**src/rtl/risc5_mem_pkg.sv**
```systemverilog
// rtl/risc5_mem_pkg.sv - shared state type, lane decode and timing defaults for the RISC5 SRAM port
package risc5_mem_pkg;

  localparam int RD_WAIT_DEF = 2;
  localparam int WR_WAIT_DEF = 2;

  typedef enum logic [2:0] {
    IDLE     = 3'd0,
    RD_ACT   = 3'd1,
    WR_SETUP = 3'd2,
    WR_PULSE = 3'd3,
    WR_RECOV = 3'd4,
    NULL_ACC = 3'd5
  } mem_state_t;

  // Active-low byte-lane enables for a write. Word writes enable all lanes.
  function automatic logic [3:0] lane_be_n(input logic ben, input logic [1:0] lane);
    if (ben) begin
      return ~(4'b0001 << lane);
    end
    return 4'h0;
  endfunction

endpackage

```
**src/rtl/risc5_sram_port.sv**
```systemverilog
// rtl/risc5_sram_port.sv - RISC5 data-bus responder running multi-cycle accesses to an async 32-bit SRAM
//   clk, rst (async, active-low)
//   CPU side : adr, rd, wr, ben, outbus -> inbus, stallX
//   SRAM side: sram_addr, sram_din, sram_dout, sram_drive, sram_ce_n, sram_oe_n, sram_we_n, sram_be_n
module risc5_sram_port
  import risc5_mem_pkg::*;
#(
  parameter int DEPTH_WORDS = 262144,
  parameter int AW          = 18,
  parameter int RD_WAIT     = RD_WAIT_DEF,
  parameter int WR_WAIT     = WR_WAIT_DEF
) (
  input  logic          clk,
  input  logic          rst,
  input  logic [23:0]   adr,
  input  logic          rd,
  input  logic          wr,
  input  logic          ben,
  input  logic [31:0]   outbus,
  output logic [31:0]   inbus,
  output logic          stallX,
  output logic [AW-1:0] sram_addr,
  input  logic [31:0]   sram_din,
  output logic [31:0]   sram_dout,
  output logic          sram_drive,
  output logic          sram_ce_n,
  output logic          sram_oe_n,
  output logic          sram_we_n,
  output logic [3:0]    sram_be_n
);

  localparam int MAX_WAIT = (RD_WAIT > WR_WAIT) ? RD_WAIT : WR_WAIT;
  localparam int CW       = $clog2(MAX_WAIT + 1);
  localparam logic [CW-1:0] RD_LOAD = CW'(RD_WAIT - 1);
  localparam logic [CW-1:0] WR_LOAD = CW'(WR_WAIT - 1);

  mem_state_t    state, state_d;
  logic [CW-1:0] cnt, cnt_d;
  logic          op_rd, op_rd_d;

  logic [31:0]   inbus_d;
  logic          stall_d;
  logic [AW-1:0] addr_d;
  logic [31:0]   dout_d;
  logic          drive_d;
  logic          ce_n_d;
  logic          oe_n_d;
  logic          we_n_d;
  logic [3:0]    be_n_d;

  logic          req;
  logic          oor;
  logic          accept;
  logic          in_access_d;
  logic          in_write_d;

  assign req    = rd | wr;
  assign oor    = {10'd0, adr[23:2]} >= 32'(DEPTH_WORDS);
  // Only in-range requests touch the SRAM address/lane registers.
  assign accept = (state == IDLE) && req && !oor;

  // State and output registers: every CPU- and SRAM-facing signal is a flop.
  always_ff @(posedge clk or negedge rst) begin
    if (!rst) begin
      state      <= IDLE;
      cnt        <= '0;
      op_rd      <= 1'b0;
      inbus      <= '0;
      stallX     <= 1'b0;
      sram_addr  <= '0;
      sram_dout  <= '0;
      sram_drive <= 1'b0;
      sram_ce_n  <= 1'b1;
      sram_oe_n  <= 1'b1;
      sram_we_n  <= 1'b1;
      sram_be_n  <= 4'hF;
    end else begin
      state      <= state_d;
      cnt        <= cnt_d;
      op_rd      <= op_rd_d;
      inbus      <= inbus_d;
      stallX     <= stall_d;
      sram_addr  <= addr_d;
      sram_dout  <= dout_d;
      sram_drive <= drive_d;
      sram_ce_n  <= ce_n_d;
      sram_oe_n  <= oe_n_d;
      sram_we_n  <= we_n_d;
      sram_be_n  <= be_n_d;
    end
  end

  // Next state and wait counter. The counter is loaded on entry to a
  // timed state and the state is left when it reads zero.
  always_comb begin
    state_d = state;
    cnt_d   = cnt;
    case (state)
      IDLE: begin
        if (req) begin
          if (oor) begin
            state_d = NULL_ACC;
          end else if (wr) begin
            state_d = WR_SETUP;
          end else begin
            state_d = RD_ACT;
            cnt_d   = RD_LOAD;
          end
        end
      end
      RD_ACT: begin
        if (cnt == '0) begin
          state_d = IDLE;
        end else begin
          cnt_d = cnt - CW'(1);
        end
      end
      WR_SETUP: begin
        state_d = WR_PULSE;
        cnt_d   = WR_LOAD;
      end
      WR_PULSE: begin
        if (cnt == '0) begin
          state_d = WR_RECOV;
        end else begin
          cnt_d = cnt - CW'(1);
        end
      end
      WR_RECOV: state_d = IDLE;
      NULL_ACC: state_d = IDLE;
      default:  state_d = IDLE;
    endcase
  end

  // Output next values are a function of the state being entered, so the
  // strobes change on the same edge as the state register.
  always_comb begin
    in_access_d = state_d inside {RD_ACT, WR_SETUP, WR_PULSE, WR_RECOV};
    in_write_d  = state_d inside {WR_SETUP, WR_PULSE, WR_RECOV};

    stall_d = (state_d != IDLE);
    ce_n_d  = !in_access_d;
    oe_n_d  = (state_d != RD_ACT);
    we_n_d  = (state_d != WR_PULSE);
    drive_d = in_write_d;

    addr_d  = sram_addr;
    dout_d  = sram_dout;
    be_n_d  = sram_be_n;
    op_rd_d = op_rd;
    inbus_d = inbus;

    if ((state == IDLE) && req) begin
      // Write wins when rd and wr arrive together.
      op_rd_d = !wr;
    end

    if (accept) begin
      addr_d = adr[AW+1:2];
      // Byte reads still fetch the full word; the CPU picks the lane.
      be_n_d = wr ? lane_be_n(ben, adr[1:0]) : 4'h0;
      if (wr) begin
        dout_d = outbus;
      end
    end else if (!in_access_d) begin
      be_n_d = 4'hF;
    end

    if ((state == RD_ACT) && (state_d == IDLE)) begin
      inbus_d = sram_din;
    end else if ((state == NULL_ACC) && op_rd) begin
      inbus_d = '0;
    end
  end

endmodule

```
**config.mk**
```make
export PLATFORM = sky130hd
export DESIGN_NAME = risc5_sram_port
export DESIGN_NICKNAME = d
export VERILOG_FILES = /design/src/rtl/risc5_mem_pkg.sv /design/src/rtl/risc5_sram_port.sv
export SDC_FILE = /design/constraint.sdc
export NUM_CORES = 1
export LEC_CHECK = 0
export CORE_MARGIN = 5
export CORE_UTILIZATION = 37
export DETAILED_ROUTE_END_ITERATION = 12
export PLACE_DENSITY = 0.83
export SETUP_SLACK_MARGIN = 0.1
export SLEW_MARGIN = 15
export SYNTH_ARGS = -nofsm -noshare
export SYNTH_HDL_FRONTEND = slang
export SYNTH_SLANG_ARGS = --single-unit
```
**constraint.sdc**
```tcl
create_clock -name clk -period 1.5 [get_ports clk]
set_input_delay 0.3 -clock clk [delete_from_list [all_inputs] [get_ports clk]]
set_output_delay 0.3 -clock clk [all_outputs]
set_load 0.01 [all_outputs]
```
==> metrics.csv, run 1 <==
stage,metric,value,unit
status,status,"complete, but fails checks",
status,violations,setup timing,
logic_synthesis,netlist_instances,252,
sta,max_slew_margin,75.6,%
sta,setup_viol,83,
sta,max_freq,615,MHz
routing,drtIter0Drc,113,
placement,gp_congestion,0.833,
worst_setup_path,worstReg2RegStart,state[0]$_DFF_PN0_,
power,p_leak,0.00323,uW
clock_tree,clock_sinks,97,
die,coreArea,10200,um2
worst_setup_path,critPathMaxFanout,8,
die,rows,37,
routing,vias,3081,
routing,wl_per_cell,19.3,um
worst_setup_path,cp.required,1.74,ns
worst_setup_path,start_kind,flop,
logic_synthesis,ys.flop_type,dfrtp_1,
job,drv_cap,0,
logic_synthesis,synth.net_count,346,
routing,ant_nets,0,
die,initial_core_util,37.4,%
placement,dpl_worst_slack,-0.654,ns
routing,drt-pass1-iter-count,4,
logic_synthesis,synthArstFlopShare,100,%
die,fp.dieH,111,um
clock_tree,ctsLongestPathBuffers,2,
sta,min_period,1.63,ns
sta,clock_skew,0.00868,ns
cells_and_area,diodes,0,
placement,portBuffers,183,
routing,drt-total-wl,12.0,mm
power,total_power,12400,uW
routing,viasPerCell,4.97,
sta,hold_viol_final,0,
global_routing,grt_first_pass_wirelength,17.5,mm
global_routing,gr-usage-all-layers,17.7,%
logic_synthesis,synth_edf_count,0,
cells_and_area,drive_gt1_share,31.4,%
logic_synthesis,ys_types,41,
worst_setup_path,path_class,reg -> reg,
hold_path,hold_class,in -> async,
logic_synthesis,synth-seq-cells,97,
global_routing,grt_max_degree,41,
clock_tree,ctsRootBufferMaster,clkbuf_8,
worst_setup_path,r2r_cells,6,
cells_and_area,final_nets,574,
worst_setup_path,crit_arrival,1.86,ns
placement,dp_hpwl,8.09,mm
power,power_density,1890,nW/um2
cells_and_area,multi_input_area,1420,um2
sta,finalCritPeriodShare,108,%
sta,worst_hold_slack,0.398,ns
global_routing,grt_overflow_total,0,
cells_and_area,fin_util,64.5,%
cells_and_area,layout_common_cells,"dfrtp_1, clkdlybuf4s50_1, dlygate4sd2_1",
global_routing,grt-busiest-layer,met2,
logic_synthesis,synth_area,3810,um2
sta,finalWorstSetupSlack,-0.126,ns
cells_and_area,seqCellArea,2440,um2
sta,timing.setup.tns,-7.39,ns
clock_tree,cts_max_level,3,
global_routing,antenna_found_initial,0,
global_routing,grt_pass1_vias,3303,
sta,drv_slew,0,
worst_setup_path,critPathCaptureType,flop,
sta,tightest_slew,0.367,ns
worst_setup_path,startpoint,state[0]$_DFF_PN0_,
die,die_w,111,um
cells_and_area,syn2layout_area_growth,72.4,%
global_routing,grt_use_met1,19.6,%
cells_and_area,layout_commonest_cell,dfrtp_1,
clock_tree,cts_buffers,9,
global_routing,use_met3,5.60,%
clock_tree,clock_latency,0.35,ns
power,peakVddDrop,0.813,mV
sta,rsz0062_at_grt,yes,
die,die_area,12400,um2
clock_tree,cts_tree,done,
cells_and_area,num-fill-cells,781,
logic_synthesis,yosysWarningCount,0,
global_routing,use_met2,31.6,%
logic_synthesis,ys_seq_area_share,64.0,%
logic_synthesis,avgSynthCellArea,15.1,um2
clock_tree,path_clk_slew,0.09,ns
die,ioPinCount,184,
routing,drc,0,
[stage by stage]
| stage | std cells | area, um2 |
|---|---|---|
| global placement | 580 | 5980 |
| finish | 620 | 6570 |
| global route | 620 | 6570 |
| detailed placement | 580 | 5980 |
| CTS | 607 | 6310 |
| floorplan | 252 | 3830 |
[synth_stat cells, drive strengths merged (2+ instances only)]
library cell	number	area share (%)
o31ai	2	0.39
dfrtp	90	59
dfstp	7	4.8
nand2	11	1.1
nor2	5	0.92
a22o	33	7.6
a21oi	3	0.39
nor3	2	0.56
o211ai	4	0.79
nand3	2	0.39
a21o	2	0.39
o21ai	3	0.69
mux2	51	16
clkbuf	3	0.30
inv	4	0.39
nand2b	2	0.33
buf	11	1.9
a31oi	3	0.49
[worst max-delay path: stages (launching register included)]
cell and delay, ns:
dfrtp_1 0.42, buf_6 0.13, buf_6 0.12, nor2b_4 0.14, and3b_2 0.29, clkbuf_16 0.19, a22o_1 0.22
[path summary, 6_finish.rpt]
path | endpoint | slack (ns)
min reg2reg | cnt[0]$_DFFE_PN0P_ | 0.48
min | cnt[0]$_DFFE_PN0P_ | 0.40
max in group asynchronous | sram_we_n$_DFF_PN1_ | 0.53
max | inbus[24]$_DFFE_PN0P_ | -0.13
min in group clk | op_rd$_DFFE_PN0P_ | 0.48
max reg2reg | inbus[24]$_DFFE_PN0P_ | -0.13
[where the power goes]
part	total, uW	leakage [uW]	internal [uW]	switching [uW]
Combinational	6180	0.00190	3500	2670
Sequential	4400	0.00123	3810	589
Clock	1850	0.000104	973	873
[registers in the layout, summed over array words and instances, names as in the netlist]
register    count
inbus          32
sram_dout      32
op_rd           1
sram_drive      1
sram_oe_n       1
sram_addr      18
state           3
stallX          1
sram_be_n       4
sram_we_n       1
cnt             2
sram_ce_n       1
[cells by family (layout without fill, tap and decap cells)]
logic type | Yosys count | after routing | synth area share [%]
AND/OR/NAND/NOR | 30 | 30 | 5.22
adder cells (fa/ha/maj) | 1 | 1 | 0.328
multiplexers | 51 | 51 | 16.1
flip-flops | 97 | 97 | 64.0
buffers and inverters | 18 | 250 | 2.63
AO/OA/AOI/OAI | 55 | 55 | 11.8
[metal layers]
metal / routed length (um) / vias to the layer above / part of all wire [%]
met5: 0 / - / 0
met4: 293 / 0 / 2.4
met3: 799 / 23 / 6.7
met2: 6370 / 133 / 53
met1: 4500 / 1552 / 38
li1: - / 1373 / -
[timing repair]
action,in CTS,in global routing
endpoints found under the hold margin,19,0
setup buffers,10,8
pin swaps,9,40
endpoints found under the setup margin,184,100
gates resized for setup,154,24
gates cloned,2,6
hold buffers,1,0
[cell type report]
type                    instances  area share (%)
clock inverters                 5            1.22
well taps                     136            2.59
flip-flops and latches         97            37.1
repair buffers                231            35.1
multi-input cells             137            21.7
inverters                       4           0.229
clock buffers                  10            2.10
No activity file was read; power rests on OpenSTA's default activity.
==> run 2, diff against run 1 <==
--- a/config.mk
+++ b/config.mk
@@ -5,11 +5,13 @@
 export SDC_FILE = /design/constraint.sdc
 export NUM_CORES = 1
 export LEC_CHECK = 0
+export ABC_CLOCK_PERIOD_IN_PS = 1500
+export CORE_ASPECT_RATIO = 0.9
 export CORE_MARGIN = 5
 export CORE_UTILIZATION = 37
 export DETAILED_ROUTE_END_ITERATION = 12
 export PLACE_DENSITY = 0.83
-export SETUP_SLACK_MARGIN = 0.1
+export SETUP_SLACK_MARGIN = 0.02
 export SLEW_MARGIN = 15
 export SYNTH_ARGS = -nofsm -noshare
 export SYNTH_HDL_FRONTEND = slang
==> run 2 against run 1 <==
The run still ends with setup timing left; critical path depth did not move; first-iteration DRC count fell by 7.1%; worst setup slack better by 0.033 ns; count of clock-buffer cells in the layout unchanged; sequential share of layout area grew 0.064 points; global-route usage grew 0.059 points; cell area decreased by 0.17%; largest power group unchanged; highest routed layer unchanged.
==> metrics.csv, run 2 (synthesized netlist as in run 1, its figures left out) <==
stage,metric,value,unit
status,status,"complete, but fails checks",
status,violations,setup timing,
hold_path,hold_class,reg -> reg,
worst_setup_path,critPathCaptureType,flop,
clock_tree,ctsLongestPathBuffers,2,
worst_setup_path,reg2reg_to,sram_addr[2]$_DFFE_PN0P_,
hold_path,holdPathEnd,cnt[0]$_DFFE_PN0P_,
sta,setup_viol,66,
routing,wl_per_cell,18.6,um
cells_and_area,fin_area,6550,um2
sta,hold_viol_final,0,
die,die_area,12400,um2
global_routing,gr-usage-all-layers,17.8,%
cells_and_area,top_regs,"inbus x32, sram_dout x32, sram_addr x18",
die,rows,35,
worst_setup_path,start_kind,flop,
routing,vias,2997,
sta,max_slew_margin,65.1,%
clock_tree,path_clk_slew,0.06,ns
worst_setup_path,cp_top_family,flip-flops,
die,die_w,117,um
worst_setup_path,critPathMaxFanout,4,
power,total_power,12700,uW
global_routing,grt_pass1_vias,3315,
cells_and_area,syn2layout_area_growth,72.1,%
routing,drc,0,
sta,drv_slew,0,
sta,tightest_slew,0.523,ns
clock_tree,clock_latency,0.33,ns
sta,clock_skew,0.00941,ns
clock_tree,clock_sinks,97,
worst_setup_path,r2r_cells,6,
cells_and_area,seqCellArea,2440,um2
placement,portBuffers,183,
global_routing,antenna_found_initial,0,
global_routing,grt_max_degree,56,
clock_tree,cts_tree,done,
die,coreArea,10200,um2
sta,timing.setup.tns,-2.73,ns
sta,finalWorstSetupSlack,-0.0933,ns
die,fp.dieH,106,um
clock_tree,cts_buffers,9,
cells_and_area,layout_common_cells,"dfrtp_1, dlygate4sd2_1, clkdlybuf4s50_1",
cells_and_area,final_nets,567,
job,drv_cap,0,
sta,finalCritPeriodShare,106,%
sta,max_freq,628,MHz
clock_tree,cts_max_level,3,
placement,dpl-instance-area,5960,um2
power,power_density,1930,nW/um2
cells_and_area,drive_gt1_share,27.5,%
worst_setup_path,worstReg2RegStart,state[2]$_DFF_PN0_,
global_routing,grt_first_pass_wirelength,17.2,mm
cells_and_area,num-fill-cells,771,
cells_and_area,multi_input_area,1340,um2
routing,ant_nets,0,
worst_setup_path,crit_arrival,1.81,ns
global_routing,grt_overflow_total,0,
routing,drt-pass1-iter-count,4,
worst_setup_path,worstPathCellList,"nor3_4, o21ai_4, nor2_8, buf_4, buf_16, mux2_2",
cells_and_area,layout_commonest_cell,dfrtp_1,
routing,viasPerCell,4.95,
worst_setup_path,cp.required,1.72,ns
die,initial_core_util,37.5,%
power,peakVddDrop,0.936,mV
worst_setup_path,path_class,reg -> reg,
sta,worst_hold_slack,0.473,ns
worst_setup_path,crit_cells,6,
worst_setup_path,crit_path_max_incr_delay,0.41,ns
worst_setup_path,rrSetupSlack,-0.09,ns
placement,dp_hpwl,7.61,mm
die,ioPinCount,184,
worst_setup_path,slowest_stage,dfrtp_1,
clock_tree,ctsRootBufferMaster,clkbuf_16,
sta,min_period,1.59,ns
worst_setup_path,crit_buf_inv,2,
cells_and_area,diodes,0,
sta,rsz0062_at_grt,yes,
placement,gp_congestion,0.785,
hold_path,min_from,cnt[0]$_DFFE_PN0P_,
routing,drt-total-wl,11.3,mm
routing,drtIter0Drc,105,
hold_path,timing.hold.worst_path_depth,1,
power,p_leak,0.00327,uW
run 2: power breakdown:
| group | switching (uW) | total, uW | internal [uW] |
|---|---|---|---|
| clock network | 967 | 2800 | 1840 |
| registers | 597 | 4410 | 3820 |
| logic | 2380 | 5440 | 3060 |
run 2: layer usage:
| layer | GRT usage [%] | routed length (um) | up-vias |
|---|---|---|---|
| li1 | - | - | 1369 |
| met5 | 0 | 0 | - |
| met3 | 6.15 | 1040 | 16 |
| met2 | 29.9 | 5580 | 131 |
| met4 | 5.00 | 175 | 0 |
| met1 | 21.5 | 4490 | 1481 |
run 2: worst reg2reg max path: cells and delay by family, from the launching register on:
family | cells | cell delay (ns)
simple gates | 2 | 0.40
buf+inv | 2 | 0.25
compound gates | 1 | 0.12
mux | 1 | 0.32
flops | 1 | 0.41
run 2: how the worst max path moves through the flow:
| stage | end | start |
|---|---|---|
| global placement | sram_addr[17]$_DFFE_PN0P_ | adr[23] |
| global route | sram_addr[6]$_DFFE_PN0P_ | state[2]$_DFF_PN0_ |
| detailed placement | sram_addr[1]$_DFFE_PN0P_ | adr[23] |
| CTS | sram_addr[10]$_DFFE_PN0P_ | state[2]$_DFF_PN0_ |
| floorplan | sram_addr[10]$_DFFE_PN0P_ | adr[22] |
| finish | sram_addr[2]$_DFFE_PN0P_ | state[2]$_DFF_PN0_ |
run 2: timing repair:
action / CTS / global route
endpoints found under the hold margin: 48 / 0
setup buffers: 4 / 5
hold buffers: 1 / 0
cloned: 6 / 2
setup endpoints to repair: 156 / 93
pin swaps: 13 / 11
resized for setup: 114 / 14
run 2: metrics by stage:
stage / std cells / setup slack [ns] / utilization [%]
floorplan: 252 / -0.179 / -
global placement: 575 / -0.602 / 58.7
detailed placement: 575 / -0.669 / 58.7
CTS: 600 / -0.169 / 63.7
global route: 606 / -0.161 / 64.5
finish: 606 / -0.0933 / 64.5
run 2: area by class of cell:
type | count | area share [%]
clock buffers | 10 | 3.65
clock inverters | 5 | 1.95
inverters | 4 | 0.229
multi-input cells | 137 | 20.4
flip-flops and latches | 97 | 37.2
well taps | 129 | 2.46
repair buffers | 224 | 34.1
